===== config.mk =====
export PLATFORM = sky130hd
export DESIGN_NAME = bcd_add_ctrl
export DESIGN_NICKNAME = d
export VERILOG_FILES = /design/src/rtl/bcd_calc_pkg.sv /design/src/rtl/key_debounce.sv /design/src/rtl/bcd_add_ctrl.sv
export SDC_FILE = /design/constraint.sdc
export NUM_CORES = 1
export LEC_CHECK = 0
export BUFFER_PORTS_ARGS = -buffer_cell sky130_fd_sc_hd__buf_2
export CORE_UTILIZATION = 47
export DETAILED_ROUTE_END_ITERATION = 16
export PLACE_DENSITY = 0.68
export SETUP_SLACK_MARGIN = 0.02
export SLEW_MARGIN = 20
export SYNTH_ARGS = -nofsm -noshare
export SYNTH_HDL_FRONTEND = slang
export SYNTH_SLANG_ARGS = --single-unit
export TNS_END_PERCENT = 30

===== constraint.sdc =====
create_clock -name CLOCK_50 -period 3.7 [get_ports CLOCK_50]
set_clock_uncertainty 0.2 [all_clocks]
set_input_delay 0.925 -clock CLOCK_50 [delete_from_list [all_inputs] [get_ports CLOCK_50]]
set_output_delay 0.925 -clock CLOCK_50 [all_outputs]
set_load 0.02 [all_outputs]

===== src/rtl/bcd_calc_pkg.sv =====
// Shared types, constants and the BCD add helper for the two-digit BCD
// adder controller.
package bcd_calc_pkg;

  // Controller states
  typedef enum logic [2:0] {
    ENTER_A = 3'd0,
    ENTER_B = 3'd1,
    ADD     = 3'd2,
    SHOW    = 3'd3,
    ERR     = 3'd4
  } state_t;

  localparam logic [3:0] BCD_MAX   = 4'd9;
  localparam logic [4:0] BCD_ADJ   = 5'd6;
  localparam logic [3:0] ERR_DIGIT = 4'hF;

  // Adds two valid BCD digits; returns {tens, units}. Results stay in 00..18.
  function automatic logic [7:0] bcd_add(input logic [3:0] a, input logic [3:0] b);
    logic [4:0] sum_s;
    logic [4:0] adj_s;
    sum_s = {1'b0, a} + {1'b0, b};
    adj_s = sum_s + BCD_ADJ;
    if (sum_s > {1'b0, BCD_MAX}) begin
      bcd_add = {4'd1, adj_s[3:0]};
    end else begin
      bcd_add = {4'd0, sum_s[3:0]};
    end
  endfunction

  // One-hot LED pattern for a state: [0]=ENTER_A .. [4]=ERR
  function automatic logic [4:0] state_led(input state_t s);
    case (s)
      ENTER_A: state_led = 5'b00001;
      ENTER_B: state_led = 5'b00010;
      ADD:     state_led = 5'b00100;
      SHOW:    state_led = 5'b01000;
      ERR:     state_led = 5'b10000;
      default: state_led = 5'b10000;
    endcase
  endfunction

endpackage


===== src/rtl/key_debounce.sv =====
// ENTER conditioning: 2-FF synchronizer, stable-level debouncer and a
// rising-edge detector producing a registered one-cycle press pulse.
module key_debounce #(
  parameter int DEBOUNCE_CYCLES = 500000
) (
  input  logic CLOCK_50,
  input  logic RESET,
  input  logic ENTER,
  output logic press
);

  localparam int CNT_W = $clog2(DEBOUNCE_CYCLES + 1);
  localparam logic [CNT_W-1:0] CNT_LAST = CNT_W'(DEBOUNCE_CYCLES - 1);
  localparam logic [CNT_W-1:0] CNT_ONE  = CNT_W'(1);
  localparam logic [CNT_W-1:0] CNT_ZERO = CNT_W'(0);

  logic             sync1_r;
  logic             sync2_r;
  logic [CNT_W-1:0] cnt_r;
  logic             db_r;
  logic             db_prev_r;
  logic             press_r;

  // Bring the asynchronous button level into the clock domain
  always_ff @(posedge CLOCK_50 or posedge RESET) begin
    if (RESET) begin
      sync1_r <= 1'b0;
      sync2_r <= 1'b0;
    end else begin
      sync1_r <= ENTER;
      sync2_r <= sync1_r;
    end
  end

  // Accept a new level only after it has been stable long enough
  always_ff @(posedge CLOCK_50 or posedge RESET) begin
    if (RESET) begin
      cnt_r <= CNT_ZERO;
      db_r  <= 1'b0;
    end else if (sync2_r != db_r) begin
      if (cnt_r == CNT_LAST) begin
        db_r  <= sync2_r;
        cnt_r <= CNT_ZERO;
      end else begin
        cnt_r <= cnt_r + CNT_ONE;
      end
    end else begin
      cnt_r <= CNT_ZERO;
    end
  end

  // Registered pulse on a debounced rising edge only
  always_ff @(posedge CLOCK_50 or posedge RESET) begin
    if (RESET) begin
      db_prev_r <= 1'b0;
      press_r   <= 1'b0;
    end else begin
      db_prev_r <= db_r;
      press_r   <= db_r & ~db_prev_r;
    end
  end

  assign press = press_r;

endmodule


===== src/rtl/bcd_add_ctrl.sv =====
// Sequencing controller for the two-digit BCD adder: operand entry with
// validation, one-cycle add, result display and error display.
module bcd_add_ctrl
  import bcd_calc_pkg::*;
#(
  parameter int DEBOUNCE_CYCLES = 500000
) (
  input  logic       CLOCK_50,
  input  logic       RESET,
  input  logic [3:0] SW,
  input  logic       ENTER,
  output logic [3:0] DIGIT1,
  output logic [3:0] DIGIT0,
  output logic [4:0] LEDR
);

  logic       press_s;
  state_t     state_r;
  logic [3:0] a_r;
  logic [3:0] b_r;
  logic [7:0] result_r;
  logic [3:0] digit1_r;
  logic [3:0] digit0_r;
  logic [4:0] led_r;

  key_debounce #(
    .DEBOUNCE_CYCLES(DEBOUNCE_CYCLES)
  ) u_deb (
    .CLOCK_50(CLOCK_50),
    .RESET   (RESET),
    .ENTER   (ENTER),
    .press   (press_s)
  );

  // FSM with operand/result registers; outputs are set for the next state
  always_ff @(posedge CLOCK_50 or posedge RESET) begin
    if (RESET) begin
      state_r  <= ENTER_A;
      a_r      <= 4'd0;
      b_r      <= 4'd0;
      result_r <= 8'd0;
      digit1_r <= 4'd0;
      digit0_r <= 4'd0;
      led_r    <= state_led(ENTER_A);
    end else begin
      case (state_r)
        ENTER_A: begin
          if (press_s && (SW <= BCD_MAX)) begin
            a_r      <= SW;
            state_r  <= ENTER_B;
            led_r    <= state_led(ENTER_B);
            digit1_r <= 4'd0;
            digit0_r <= SW;
          end else if (press_s) begin
            state_r  <= ERR;
            led_r    <= state_led(ERR);
            digit1_r <= ERR_DIGIT;
            digit0_r <= ERR_DIGIT;
          end else begin
            digit1_r <= 4'd0;
            digit0_r <= SW;
          end
        end
        ENTER_B: begin
          if (press_s && (SW <= BCD_MAX)) begin
            b_r      <= SW;
            state_r  <= ADD;
            led_r    <= state_led(ADD);
            digit1_r <= result_r[7:4];
            digit0_r <= result_r[3:0];
          end else if (press_s) begin
            state_r  <= ERR;
            led_r    <= state_led(ERR);
            digit1_r <= ERR_DIGIT;
            digit0_r <= ERR_DIGIT;
          end else begin
            digit1_r <= 4'd0;
            digit0_r <= SW;
          end
        end
        ADD: begin
          // Presses landing here are dropped; ADD lasts a single cycle
          result_r <= bcd_add(a_r, b_r);
          {digit1_r, digit0_r} <= bcd_add(a_r, b_r);
          state_r  <= SHOW;
          led_r    <= state_led(SHOW);
        end
        SHOW: begin
          if (press_s) begin
            a_r      <= 4'd0;
            b_r      <= 4'd0;
            result_r <= 8'd0;
            state_r  <= ENTER_A;
            led_r    <= state_led(ENTER_A);
            digit1_r <= 4'd0;
            digit0_r <= SW;
          end else begin
            digit1_r <= result_r[7:4];
            digit0_r <= result_r[3:0];
          end
        end
        ERR: begin
          if (press_s) begin
            a_r      <= 4'd0;
            b_r      <= 4'd0;
            state_r  <= ENTER_A;
            led_r    <= state_led(ENTER_A);
            digit1_r <= 4'd0;
            digit0_r <= SW;
          end else begin
            digit1_r <= ERR_DIGIT;
            digit0_r <= ERR_DIGIT;
          end
        end
        default: begin
          // Unreachable encodings recover to a clean entry state
          state_r  <= ENTER_A;
          a_r      <= 4'd0;
          b_r      <= 4'd0;
          result_r <= 8'd0;
          digit1_r <= 4'd0;
          digit0_r <= 4'd0;
          led_r    <= state_led(ENTER_A);
        end
      endcase
    end
  end

  assign DIGIT1 = digit1_r;
  assign DIGIT0 = digit0_r;
  assign LEDR   = led_r;

endmodule


==> out/qor.yml <==
status: "completed"
cp.arrival_ps: 2960
cts_setup_buffers: 0
route.met2.wl_mm: 2.58
track_usage_pct: 20.4
yosysSeqAreaShare_pct: 47.6
die_height_um: 77.6
rsz0062_at_grt: "false"
port_buffers: 19
yosysTopAreaCell: "dfrtp_1"
min_from: "u_deb.sync1_r"
cts.path.max_buffers: 2
crit_buf_inv: 0
synth_area_sq_um: 2680
fin_util_pct: 53.0
met1_length_mm: 2.58
max_stage_delay_ps: 410
yosysUniqueCellTypes: 47
cts_hold_buf: 0
wl_mm: 5.49
grt_pass1_vias: 2065
synth_ff_type: "dfrtp_1"
max_slew_margin_pct: 42.9
period_needed_ps: 2960
wl_per_cell_um: 14.5
ctsResizeCount: 0
reg2reg_slack_ps: 740
worstReg2RegStart: "a_r[0]"
timing.rr.end: "DIGIT0[2]"
hold_class: "register to register"
hpwl_mm: 3.72
core_area_sq_um: 5510
yosys_warnings: 0
die_area_sq_um: 6020
ant_nets: 0
cts_tree: "yes"
worst-path-max-fanout: 4
dr_wl_met3_um: 237
place_area_sq_um: 2810
power_density_nw_per_um2: 333
fmax_ghz: 0.338
area_delta_synth_final_pct: 8.76
cap_viol_max_count: 0
rows: 27
first_pass_iters: 9
crit_required_ps: 3690
drt-initial-drc-count: 120
cp_slowest_cell: "fa_1"
ios: 20
grt_pass1_wl_mm: 9.66
diodes: 0
timing.setup.tns_ps: 0
fin_area_sq_um: 2920
startpoint: "a_r[0]"
topRoutingLayerUsed: "met4"
setup_violations: 0
netlist_instances: 292
viasPerCell: 5.50
async_flop_share_pct: 100
p_total_mw: 0.973
die-width_um: 77.6
grt_start_max_net_pins: 52
vias: 2078
cts.sinks: 51
synth_top_area_share_pct: 46.6
crit_top_cell: "ha_1"
worstHoldEndpoint: "u_deb.sync2_r"
path_class: "register to register"
syn_nets: 307
clkLatencyLatePin_ps: 300
clk_pin_slew_ps: 90
synth_edf_count: 0
drc: 0
reg2regPathDepth: 9
cts_root_buf: "clkbuf_8"
antenna_found_initial: 0
min_path_cells: 0
final_layout_size_suffix_gt1_share_pct: 12.1
final-hold-violation-count: 0
syn_area_per_cell_sq_um: 9.19
crit_family: "compound AO/OA/AOI/OAI gates"
synth_area_leaders: "dfrtp_1 (47%), nor2_1 (5.7%), nand2_1 (4.3%)"
initial_utilization_pct: 48.7
slew_viol_final: 0
grt-ovfl-total: 0
nets: 320
cts_inserted_buffers: 5
startpoint_type: "register"
ys_seq_elements: 51
peakVddDrop_uv: 219
htreeDepth: 2
routabilityCongestion: 0.840
leakage_nw: 1.29
tightest_slew_ps: 850
end_kind: "register"
finalCritPeriodShare_pct: 80.1
path_cells: "ha_1 -> fa_1 -> xnor2_1 -> ha_1 -> nand2_1 -> a32o_2 -> o31ai_4 -> mux2i_1 -> a211o_1"
==> layout make-up <==
| cell class | instances | area [sq um] |
|---|---|---|
| clock inverter | 1 | 7.51 |
| fill | 490 | 2590 |
| timing repair buffer | 20 | 103 |
| sequential | 51 | 1280 |
| multi-input combinational | 214 | 1290 |
| clock buffer | 7 | 96.3 |
| tap | 72 | 90.1 |
| inverter | 13 | 50.0 |
==> sequential cells by signal (all words and copies together) (netlist names), 2 cells and up <==
name and flops:
LEDR 5, DIGIT0 4, result_r 5, a_r 4, DIGIT1 2, b_r 4
state_r 3, u_deb.cnt_r 19
==> per-layer routing <==
| metal | vias up | track usage [%] |
|---|---|---|
| li1 | 1034 | - |
| met5 | - | 0 |
| met2 | 59 | 34.7 |
| met3 | 12 | 2.82 |
| met1 | 973 | 26.2 |
| met4 | 0 | 8.11 |
==> metrics by stage <==
stage / setup WS [ps] / hold WS (ps) / std cells
after floorplan: 967 / 131 / 292
after global placement: 880 / 136 / 370
after detailed placement: 769 / 135 / 370
after CTS: 730 / 156 / 378
after global routing: 568 / 168 / 378
final: 738 / 155 / 378
==> synth_stat cells, drive strengths merged (4+ instances only) <==
cell type and number:
mux2i 5, nor3 9, nand3 13, xnor2 8, nand2 31, nor2b 4, dfrtp 50, o22ai 4
buf 7, o21ai 20, nand4 6, clkbuf 7, nor2 41, xor2 13, ha 7, inv 13
a21oi 13
==> cells by family after synthesis <==
group	Yosys count	share of synthesized area, %
flops	51	47.6
mux	6	2.28
buf+inv	27	4.15
simple gates	120	20.7
xor+xnor	21	6.85
compound gates	59	14.4
fa+ha+maj	8	4.01
==> report_power, final <==
part	internal (mW)	switching (mW)
Combinational	0.0135	0.0339
Clock	0.170	0.183
Sequential	0.563	0.00831
Total	0.747	0.225
==> how the worst max path moves through the flow <==
stage	end	slack (ps)	depth (start not counted)
after floorplan	DIGIT0[2]	970	9
after global placement	DIGIT0[2]	880	9
after detailed placement	DIGIT0[2]	770	9
after CTS	DIGIT0[2]	730	9
after global routing	DIGIT0[2]	570	9
final	DIGIT0[2]	740	9
==> cells in the final DEF, fill, tap and decap left out, drive strengths merged, types with 7 or more instances in the layout <==
cell type  instances
nand2             31
buf               20
clkbuf             7
dfrtp             50
a21oi             13
ha                 7
nand3             13
nor2              41
nor3               9
xnor2              8
o21ai             20
xor2              13
inv               12
Note: power is estimated with default switching activity, not from simulation.
